[src/rtl/axi_llc_pkg.sv]
// Shared types for the LLC eviction/writeback path: AXI response codes and the queued descriptor.
package axi_llc_pkg;

   localparam int unsigned LlcAddrWidth = 64;

   typedef enum logic [1:0] {
      RESP_OKAY   = 2'b00,
      RESP_EXOKAY = 2'b01,
      RESP_SLVERR = 2'b10,
      RESP_DECERR = 2'b11
   } axi_resp_e;

   typedef struct packed {
      logic [LlcAddrWidth-1:0] addr;
      logic [7:0]              len;
      logic                    evict;
      logic                    flush;
   } evict_entry_t;

   function automatic logic resp_is_err(input axi_resp_e resp);
      return (resp == RESP_SLVERR) || (resp == RESP_DECERR);
   endfunction

endpackage

[src/rtl/axi_llc_evict_queue.sv]
// In-order descriptor ring: write pointer fills, W pointer marks data sent, retire pointer drains.
module axi_llc_evict_queue
   import axi_llc_pkg::*;
#(
   parameter  int unsigned Depth = 4,
   localparam int unsigned CntW  = $clog2(Depth + 1)
) (
   input  logic            clk,
   input  logic            rst,
   input  logic            push,
   input  evict_entry_t    push_entry,
   input  logic            w_advance,
   input  logic            retire,
   output evict_entry_t    w_entry,
   output evict_entry_t    head_entry,
   output logic            w_avail,
   output logic            head_ready,
   output logic [CntW-1:0] count
);

   localparam int unsigned PtrW = (Depth > 1) ? $clog2(Depth) : 1;

   evict_entry_t    mem [Depth];
   logic [Depth-1:0] w_done;
   logic [PtrW-1:0] wr_ptr;
   logic [PtrW-1:0] w_ptr;
   logic [PtrW-1:0] rt_ptr;
   // entries pushed whose W phase has not yet completed
   logic [CntW-1:0] w_pend;

   function automatic logic [PtrW-1:0] next_ptr(input logic [PtrW-1:0] p);
      return (p == PtrW'(Depth - 1)) ? '0 : p + 1'b1;
   endfunction

   always_ff @(posedge clk) begin
      if (rst) begin
         wr_ptr <= '0;
         w_ptr  <= '0;
         rt_ptr <= '0;
         count  <= '0;
         w_pend <= '0;
         w_done <= '0;
      end else begin
         if (push) begin
            mem[wr_ptr]    <= push_entry;
            w_done[wr_ptr] <= 1'b0;
            wr_ptr         <= next_ptr(wr_ptr);
         end
         if (w_advance) begin
            w_done[w_ptr] <= 1'b1;
            w_ptr         <= next_ptr(w_ptr);
         end
         if (retire) begin
            rt_ptr <= next_ptr(rt_ptr);
         end
         if (push && !retire) begin
            count <= count + 1'b1;
         end else if (!push && retire) begin
            count <= count - 1'b1;
         end
         if (push && !w_advance) begin
            w_pend <= w_pend + 1'b1;
         end else if (!push && w_advance) begin
            w_pend <= w_pend - 1'b1;
         end
      end
   end

   assign w_entry    = mem[w_ptr];
   assign head_entry = mem[rt_ptr];
   assign w_avail    = (w_pend != '0);
   assign head_ready = (count != '0) && w_done[rt_ptr];

endmodule

[src/rtl/axi_llc_evict_tracker.sv]
// LLC eviction engine: issues AW per dirty descriptor, streams way data as W, retires in order on B.
module axi_llc_evict_tracker
   import axi_llc_pkg::*;
#(
   parameter int unsigned AddrWidth      = 64,
   parameter int unsigned DataWidth      = 64,
   parameter int unsigned IdWidth        = 4,
   parameter int unsigned AxiId          = 0,
   parameter int unsigned MaxOutstanding = 4
) (
   input  logic                                   clk_i,
   input  logic                                   rst_i,
   input  logic [AddrWidth-1:0]                   desc_addr_i,
   input  logic [7:0]                             desc_len_i,
   input  logic                                   desc_evict_i,
   input  logic                                   desc_flush_i,
   input  logic                                   desc_valid_i,
   output logic                                   desc_ready_o,
   output logic [AddrWidth-1:0]                   desc_addr_o,
   output logic                                   desc_flush_o,
   output logic                                   desc_err_o,
   output logic                                   desc_valid_o,
   input  logic                                   desc_ready_i,
   output logic [AddrWidth-1:0]                   aw_addr_o,
   output logic [7:0]                             aw_len_o,
   output logic [IdWidth-1:0]                     aw_id_o,
   output logic                                   aw_valid_o,
   input  logic                                   aw_ready_i,
   input  logic [DataWidth-1:0]                   rd_data_i,
   input  logic                                   rd_valid_i,
   output logic                                   rd_ready_o,
   output logic [DataWidth-1:0]                   w_data_o,
   output logic                                   w_last_o,
   output logic                                   w_valid_o,
   input  logic                                   w_ready_i,
   input  logic [1:0]                             b_resp_i,
   input  logic                                   b_valid_i,
   output logic                                   b_ready_o,
   output logic [$clog2(MaxOutstanding+1)-1:0]    outstanding_o,
   output logic                                   flush_done_o,
   output logic                                   idle_o
);

   localparam int unsigned CntW = $clog2(MaxOutstanding + 1);

   evict_entry_t    push_entry;
   evict_entry_t    w_entry;
   evict_entry_t    head_entry;
   logic            push;
   logic            w_advance;
   logic            retire;
   logic            w_avail;
   logic            head_ready;
   logic [CntW-1:0] count;
   logic [7:0]      beat;
   logic            w_is_evict;
   logic            w_hs;
   logic            out_free;
   logic            unused_fields;

   axi_llc_evict_queue #(
      .Depth (MaxOutstanding)
   ) u_queue (
      .clk        (clk_i),
      .rst        (rst_i),
      .push       (push),
      .push_entry (push_entry),
      .w_advance  (w_advance),
      .retire     (retire),
      .w_entry    (w_entry),
      .head_entry (head_entry),
      .w_avail    (w_avail),
      .head_ready (head_ready),
      .count      (count)
   );

   // ready looks at registered occupancy only, so a same-cycle retire never frees a full queue
   assign desc_ready_o = !rst_i && !aw_valid_o && (count < CntW'(MaxOutstanding));
   assign push         = desc_valid_i && desc_ready_o;

   always_comb begin
      push_entry       = '0;
      push_entry.addr  = LlcAddrWidth'(desc_addr_i);
      push_entry.len   = desc_len_i;
      push_entry.evict = desc_evict_i;
      push_entry.flush = desc_flush_i;
   end

   assign w_is_evict = w_avail && w_entry.evict;
   assign w_valid_o  = w_is_evict && rd_valid_i;
   assign rd_ready_o = w_is_evict && w_ready_i;
   assign w_data_o   = rd_data_i;
   assign w_last_o   = w_is_evict && (beat == w_entry.len);
   assign w_hs       = w_valid_o && w_ready_i;
   assign w_advance  = (w_avail && !w_entry.evict) || (w_hs && w_last_o);

   assign out_free  = !desc_valid_o || desc_ready_i;
   assign b_ready_o = head_ready && head_entry.evict && out_free;
   assign retire    = head_ready && out_free && (!head_entry.evict || b_valid_i);

   assign aw_id_o       = IdWidth'(AxiId);
   assign outstanding_o = count;
   assign idle_o        = (count == '0) && !aw_valid_o && !desc_valid_o;
   assign unused_fields = ^{w_entry.addr, w_entry.flush, head_entry.len};

   always_ff @(posedge clk_i) begin
      if (rst_i) begin
         beat         <= '0;
         aw_valid_o   <= 1'b0;
         aw_addr_o    <= '0;
         aw_len_o     <= '0;
         desc_valid_o <= 1'b0;
         desc_addr_o  <= '0;
         desc_flush_o <= 1'b0;
         desc_err_o   <= 1'b0;
         flush_done_o <= 1'b0;
      end else begin
         if (w_hs) begin
            beat <= w_last_o ? 8'd0 : beat + 8'd1;
         end

         if (push && desc_evict_i) begin
            aw_valid_o <= 1'b1;
            aw_addr_o  <= desc_addr_i;
            aw_len_o   <= desc_len_i;
         end else if (aw_ready_i) begin
            aw_valid_o <= 1'b0;
         end

         if (retire) begin
            desc_valid_o <= 1'b1;
            desc_addr_o  <= head_entry.addr[AddrWidth-1:0];
            desc_flush_o <= head_entry.flush;
            desc_err_o   <= head_entry.evict && resp_is_err(axi_resp_e'(b_resp_i));
         end else if (desc_ready_i) begin
            desc_valid_o <= 1'b0;
         end

         flush_done_o <= retire && head_entry.flush;
      end
   end

endmodule
[config.mk]
export PLATFORM = sky130hd
export DESIGN_NAME = axi_llc_evict_tracker
export DESIGN_NICKNAME = d
export VERILOG_FILES = /design/src/rtl/axi_llc_pkg.sv /design/src/rtl/axi_llc_evict_queue.sv /design/src/rtl/axi_llc_evict_tracker.sv
export SDC_FILE = /design/constraint.sdc
export NUM_CORES = 1
export LEC_CHECK = 0
export ABC_AREA = 1
export CAP_MARGIN = 10
export CELL_PAD_IN_SITES_DETAIL_PLACEMENT = 1
export CELL_PAD_IN_SITES_GLOBAL_PLACEMENT = 2
export CORE_AREA = 5 5 212 265
export CTS_BUF_LIST = sky130_fd_sc_hd__clkbuf_4
export DETAILED_ROUTE_END_ITERATION = 7
export DIE_AREA = 0 0 217 270
export GPL_TIMING_DRIVEN = 1
export PLACE_DENSITY_LB_ADDON = 0.1
export SLEW_MARGIN = 20
export SYNTH_ARGS = -nofsm -noshare
export SYNTH_HDL_FRONTEND = slang
export SYNTH_SLANG_ARGS = --single-unit
[constraint.sdc]
create_clock -name clk_i -period 6 [get_ports clk_i]
set_clock_uncertainty 0.1 [all_clocks]
set_input_delay 1.5 -clock clk_i [delete_from_list [all_inputs] [get_ports clk_i]]
set_output_delay 1.5 -clock clk_i [all_outputs]
set_load 0.02 [all_outputs]
==> metrics.yaml, run 1 <==
status: "finished, final reports clean"
synth_cells: 1646
required_ps: 4400
holdCritPathClass: "reg2reg"
die_w_um: 217
die_y_um: 270
drt_iter0_drc: 482
rows: 95
die-area_um2: 58600
cts_max_path_buffers: 3
multiInputGateArea_um2: 4630
maxCapViolations: 0
post_drt_wl_per_cell_um: 20.5
h-tree-depth: 3
start_kind: "register"
fill_cells: 5915
post-dp-hpwl_um: 31300
grt_pass1_wl_um: 82000
fmax_ghz: 0.189
grt_pass1_vias: 13656
wl_met3_um: 3170
vias_per_cell: 4.86
avgSynthCellArea_um2: 10.9
setup_viol: 0
cts_sinks: 465
ir_drop_mv: 0.181
crit_arrival_ps: 3690
critPathKind: "reg2out"
grt-ovfl-total: 0
syn_to_final_growth_pct: 22.6
initial_utilization: 0.337
cts_buffers: 120
placement.io_buffers: 232
clkLatencyLatePin_ps: 870
cts_tree: "yes"
cts_hold_buf: 0
top_layer: "met4"
grtUsageTotal: 0.181
cts_resized: 0
slew_violations: 0
clk_pin_slew_ps: 70
root_buffer: "clkbuf_4"
fin_crit_sh: 0.882
coreArea_um2: 53400
power.total_mw: 9.21
synth_seq_area_share: 0.683
io-pin-count: 366
synth_cell_types: 37
post-cts-setup-buffers: 0
grt_max_degree: 89
relSlewSlack: 0.296
syn_area_um2: 18000
power_leakage_nw: 7.66
routed_wl_um: 54000
dr_wl_met2_um: 27400
power.density_nw_per_um2: 419
place.gp.congestion: 0.745
crit_fanout: 19
wirelength_met1_um: 22500
ys_seq_elements: 465
dr_total_vias: 12836
worstMarginPinSlew_ps: 1060
ant_nets: 0
r2r_slack_ps: 2390
drc: 0
regArea_um2: 12300
drt-pass1-iter-count: 4
crit_path_end_kind: "output pin"
fin_ws_ps: 708
final_nets: 2017
hold_violations: 0
period_minus_slack_ps: 5290
place_ws_ps: 1430
antenna_found_initial: 1
synth_warnings: 0
final_layout_size_suffix_gt1_frac: 0.123
rsz0062_at_grt: "false"
worst max-delay path, cell delays in order (launching register included):
cell             delay [ps]
dfxtp_1                 860
inv_6                   190
nand2_1                 120
nand3_1                 110
nand2_1                 160
o21ai_0                  90
or3_1                   370
nor3_1                  260
clkdlybuf4s50_1         660
power by group:
part           leakage (nW)  internal [mW]  switching (mW)
clock                 0.958           1.46            1.32
sequential             4.06           3.75           0.244
combinational          2.65          0.855            1.58
total                  7.66           6.07            3.15
metal layers:
metal	global-route usage	vias to the layer above
li1	-	6165
met1	0.212	6295
met2	0.319	315
met3	0.0534	61
met4	0.0582	0
met5	0	-
metrics by stage:
step / hold slack (ps) / instances / instance area (um^2) / TNS (ps) / utilization
after CTS: 365 / 2639 / 22000 / 0 / 0.412
after floorplan: 339 / 1649 / 18000 / -39010 / -
final: 361 / 2640 / 22000 / 0 / 0.412
after global routing: 375 / 2640 / 22000 / 0 / 0.412
after global placement: 347 / 2412 / 20400 / 0 / 0.382
after detailed placement: 355 / 2412 / 20400 / 0 / 0.382
state kept, by name (all words and copies together) (netlist names), 2 cells and up, named ones only:
name and count:
aw_addr_o 64, aw_len_o 8, beat 8, desc_addr_o 64, u_queue.count 3, u_queue.mem 296
u_queue.rt_ptr 2, u_queue.w_done 4, u_queue.w_pend 3, u_queue.w_ptr 2, u_queue.wr_ptr 2
area by class of cell:
class / count / share of cell area
Antenna cell: 1 / 0.000114
Clock buffer: 179 / 0.0610
Clock inverter: 48 / 0.0117
Inverter: 40 / 0.00728
Multi-Input combinational cell: 974 / 0.210
Sequential cell: 465 / 0.558
Tap cell: 679 / 0.0386
Timing Repair Buffer: 254 / 0.113
placed cells by master (no fill, tap or decap), types with 65 or more instances in the layout:
| master | instances |
|---|---|
| clkdlybuf4s50_1 | 230 |
| a21oi_1 | 90 |
| o21ai_0 | 213 |
| dfxtp_1 | 167 |
| a31oi_1 | 65 |
| nand2_1 | 156 |
| nor2_1 | 293 |
| clkbuf_4 | 179 |
| edfxtp_1 | 296 |
| nand3_1 | 103 |
worst paths after layout:
kind | end | start | cells past startpoint
setup reg to reg | u_queue.count[2]$_SDFFE_PP0P_ | register | 15
hold / removal | aw_addr_o[41]$_SDFFE_PP0P_ | aw_addr_o[41]$_SDFFE_PP0P_ | 2
hold reg to reg | aw_addr_o[41]$_SDFFE_PP0P_ | aw_addr_o[41]$_SDFFE_PP0P_ | 2
setup / recovery | w_last_o | register | 8
cells by family after synthesis:
group                    count (synthesis)  share of synthesized area
other                                    1                   0.000209
XOR/XNOR                                 3                    0.00146
buffers and inverters                  210                     0.0623
flip-flops                             465                      0.683
adder cells (fa/ha/maj)                 14                     0.0106
AND/OR/NAND/NOR                        580                      0.133
AO/OA/AOI/OAI                          373                      0.109
synth_stat cells:
| cell type | n | share of area |
|---|---|---|
| a211oi_1 | 1 | 0.00042 |
| a21o_1 | 1 | 0.00042 |
| a21oi_1 | 90 | 0.025 |
| a31oi_1 | 65 | 0.023 |
| buf_1 | 8 | 0.0017 |
| buf_2 | 23 | 0.0064 |
| buf_4 | 71 | 0.030 |
| buf_6 | 4 | 0.0025 |
| clkbuf_1 | 64 | 0.013 |
| conb_1 | 1 | 0.00021 |
| dfxtp_1 | 169 | 0.19 |
| edfxtp_1 | 296 | 0.49 |
| fa_1 | 2 | 0.0022 |
| ha_1 | 12 | 0.0084 |
| inv_1 | 37 | 0.0077 |
| inv_2 | 2 | 0.00042 |
| inv_6 | 1 | 0.00049 |
| nand2_1 | 157 | 0.033 |
| nand2_2 | 1 | 0.00035 |
| nand3_1 | 103 | 0.029 |
| nand3_2 | 3 | 0.0017 |
| nand3_4 | 1 | 0.00098 |
| nand3b_1 | 1 | 0.00042 |
| nand4_1 | 5 | 0.0017 |
| nor2_1 | 297 | 0.062 |
| nor2_2 | 1 | 0.00035 |
| nor3_1 | 6 | 0.0017 |
| nor3_4 | 1 | 0.00091 |
| nor3b_1 | 1 | 0.00042 |
| o21ai_0 | 213 | 0.059 |
| o21bai_1 | 1 | 0.00042 |
| o22ai_1 | 2 | 0.00070 |
| or2_2 | 1 | 0.00035 |
| or3_1 | 1 | 0.00035 |
| or3b_1 | 1 | 0.00049 |
| xnor2_1 | 1 | 0.00049 |
| xor2_1 | 2 | 0.00098 |
Power figures use the tool's default switching activity.
==> run 2: changes to the inputs <==
--- a/config.mk
+++ b/config.mk
@@ -13,6 +13,7 @@
 export CTS_BUF_LIST = sky130_fd_sc_hd__clkbuf_4
 export DETAILED_ROUTE_END_ITERATION = 7
 export DIE_AREA = 0 0 217 270
+export GPL_ROUTABILITY_DRIVEN = 0
 export GPL_TIMING_DRIVEN = 1
 export PLACE_DENSITY_LB_ADDON = 0.1
 export SLEW_MARGIN = 20
==> constraint.sdc (replaced) <==
create_clock -name clk_i -period 6 [get_ports clk_i]
set_clock_uncertainty 0.1 [all_clocks]
set_input_delay 1.5 -clock clk_i [delete_from_list [all_inputs] [get_ports clk_i]]
set_output_delay 1.5 -clock clk_i [all_outputs]
set_load 0.05 [all_outputs]
==> run 2 against run 1 <==
Net effect: register-to-register slack got worse by 310 ps; clock power increased by 9.4%; via count increased by 1.8%; critical path depth unchanged; sequential power about the same; global-route usage increased by 0.32 points; critical path type unchanged; highest routed layer is now met5.
==> metrics.yaml, run 2 (synthesized netlist as in run 1, its figures left out) <==
status: "finished, final reports clean"
reg2reg_to: "desc_addr_o[53]$_SDFFE_PP0P_"
largest_register: "u_queue.mem"
final_cell_mix: "edfxtp_1 (296), nor2_1 (293), clkdlybuf4s50_1 (230)"
path_cells: "nand2_1, nand3_2, nand3_4, a21oi_1, nand3_1, or3b_1, nor3_1, clkdlybuf4s50_1"
grt_max_degree: 81
coreArea_um2: 53400
final_nets: 2027
start_kind: "register"
rows: 95
globalRouteMet3Util: 0.0544
r2r_slack_ps: 2080
holdCritPathClass: "reg2reg"
cts_hold_buf: 0
crit_path_end_kind: "output pin"
h-tree-depth: 4
clkLatencyLatePin_ps: 830
slew_violations: 0
drt_iter0_drc: 533
post-dp-hpwl_um: 31700
grt_pass1_vias: 14107
crit_fanout: 19
routed_wl_um: 54600
ir_drop_mv: 0.141
grtUsageTotal: 0.184
cts_tree: "yes"
root_buffer: "clkbuf_4"
required_ps: 4400
largest_register_ff_count: 296
stdcell_count: 2654
maxCapViolations: 0
die_w_um: 217
hold_violations: 0
cts_max_path_buffers: 3
die_y_um: 270
cp_top_family: "simple AND/OR/NAND/NOR gates"
final_common_cell: "edfxtp_1"
rsz0062_at_grt: "false"
cts_sinks: 465
critPathKind: "reg2out"
setup_viol: 0
cts_buffers: 131
grt_pass1_wl_um: 83200
cts_resized: 0
ant_nets: 0
cpMaxStageDelayCell: "dfxtp_1"
io-pin-count: 366
post-place-cells: 2411
fin_crit_sh: 0.904
grt-ovfl-total: 0
vias_per_cell: 4.92
top_regs: "u_queue.mem (296), aw_addr_o (64), desc_addr_o (64)"
syn_to_final_growth_pct: 23.5
setup_tns_ps: 0
post_drt_wl_per_cell_um: 20.6
post-cts-setup-buffers: 0
crit_arrival_ps: 3830
grt.busiest_layer: "met2"
drc: 0
power.density_nw_per_um2: 449
placement.io_buffers: 232
min_to: "aw_addr_o[36]$_SDFFE_PP0P_"
critical-path-max-stage-delay_ps: 870
power_leakage_nw: 7.76
antenna_found_initial: 2
grt_util_met1: 0.213
final_layout_size_suffix_gt1_frac: 0.132
min-delay-start: "aw_addr_o[36]$_SDFFE_PP0P_"
dr_total_vias: 13065
drt-pass1-iter-count: 4
fmax_ghz: 0.184
use_met2: 0.323
worstHoldPathCells: 2
relSlewSlack: 0.295
period_minus_slack_ps: 5430
die-area_um2: 58600
worstMarginPinSlew_ps: 1060
clk_pin_slew_ps: 60
initial_utilization: 0.337
worstRegToRegCells: 10
path_buf_inv: 1
run 2: metrics by stage:
step / worst slack (ps) / instance area (um^2) / total power, mW / hold WS, ps / utilization
finish: 574 / 22200 / 9.97 / 360 / 0.416
global route: 213 / 22200 / 10.6 / 372 / 0.416
CTS: 340 / 22200 / 10.2 / 363 / 0.416
detailed placement: 1250 / 20400 / 7.06 / 354 / 0.382
global placement: 1230 / 20400 / 7.01 / 347 / 0.382
floorplan: -791 / 18000 / 6.09 / 339 / -
run 2: final cells by class:
| class | count | area, um^2 |
|---|---|---|
| Clock buffer | 201 | 1510 |
| Antenna cell | 2 | 5.00 |
| Timing Repair Buffer | 253 | 2490 |
| Sequential cell | 465 | 12300 |
| Tap cell | 679 | 850 |
| Clock inverter | 40 | 267 |
| Fill cell | 5874 | 31200 |
| Inverter | 40 | 160 |
| Multi-Input combinational cell | 974 | 4630 |
run 2: how the worst max path moves through the flow:
stage	startpoint	cells after the start	endpoint
after floorplan	rst_i	4	u_queue.mem[0][0]$_DFFE_PP_
after global placement	desc_ready_i	6	b_ready_o
after detailed placement	desc_ready_i	6	b_ready_o
after CTS	register	8	w_last_o
after global routing	register	8	w_last_o
final	register	8	w_last_o
run 2: per-layer routing:
metal,part of all wire,routed length [um]
met2,0.51,27600
met5,0.00024,13
met3,0.058,3160
met1,0.41,22500
met4,0.023,1260
run 2: worst register-to-register path, cell delays in order (launching register included):
cell	delay, ps
dfxtp_4	910
inv_4	480
nand2_1	150
nand3_1	120
nand2_1	130
nor2_1	80
nor2_4	100
buf_4	490
buf_4	830
o21ai_0	230
a31oi_1	210
run 2: report_power, final:
group          switching, mW  internal (mW)  total, mW
Clock                   1.34           1.70       3.04
Combinational           2.04          0.851       2.89
Sequential             0.275           3.75       4.03
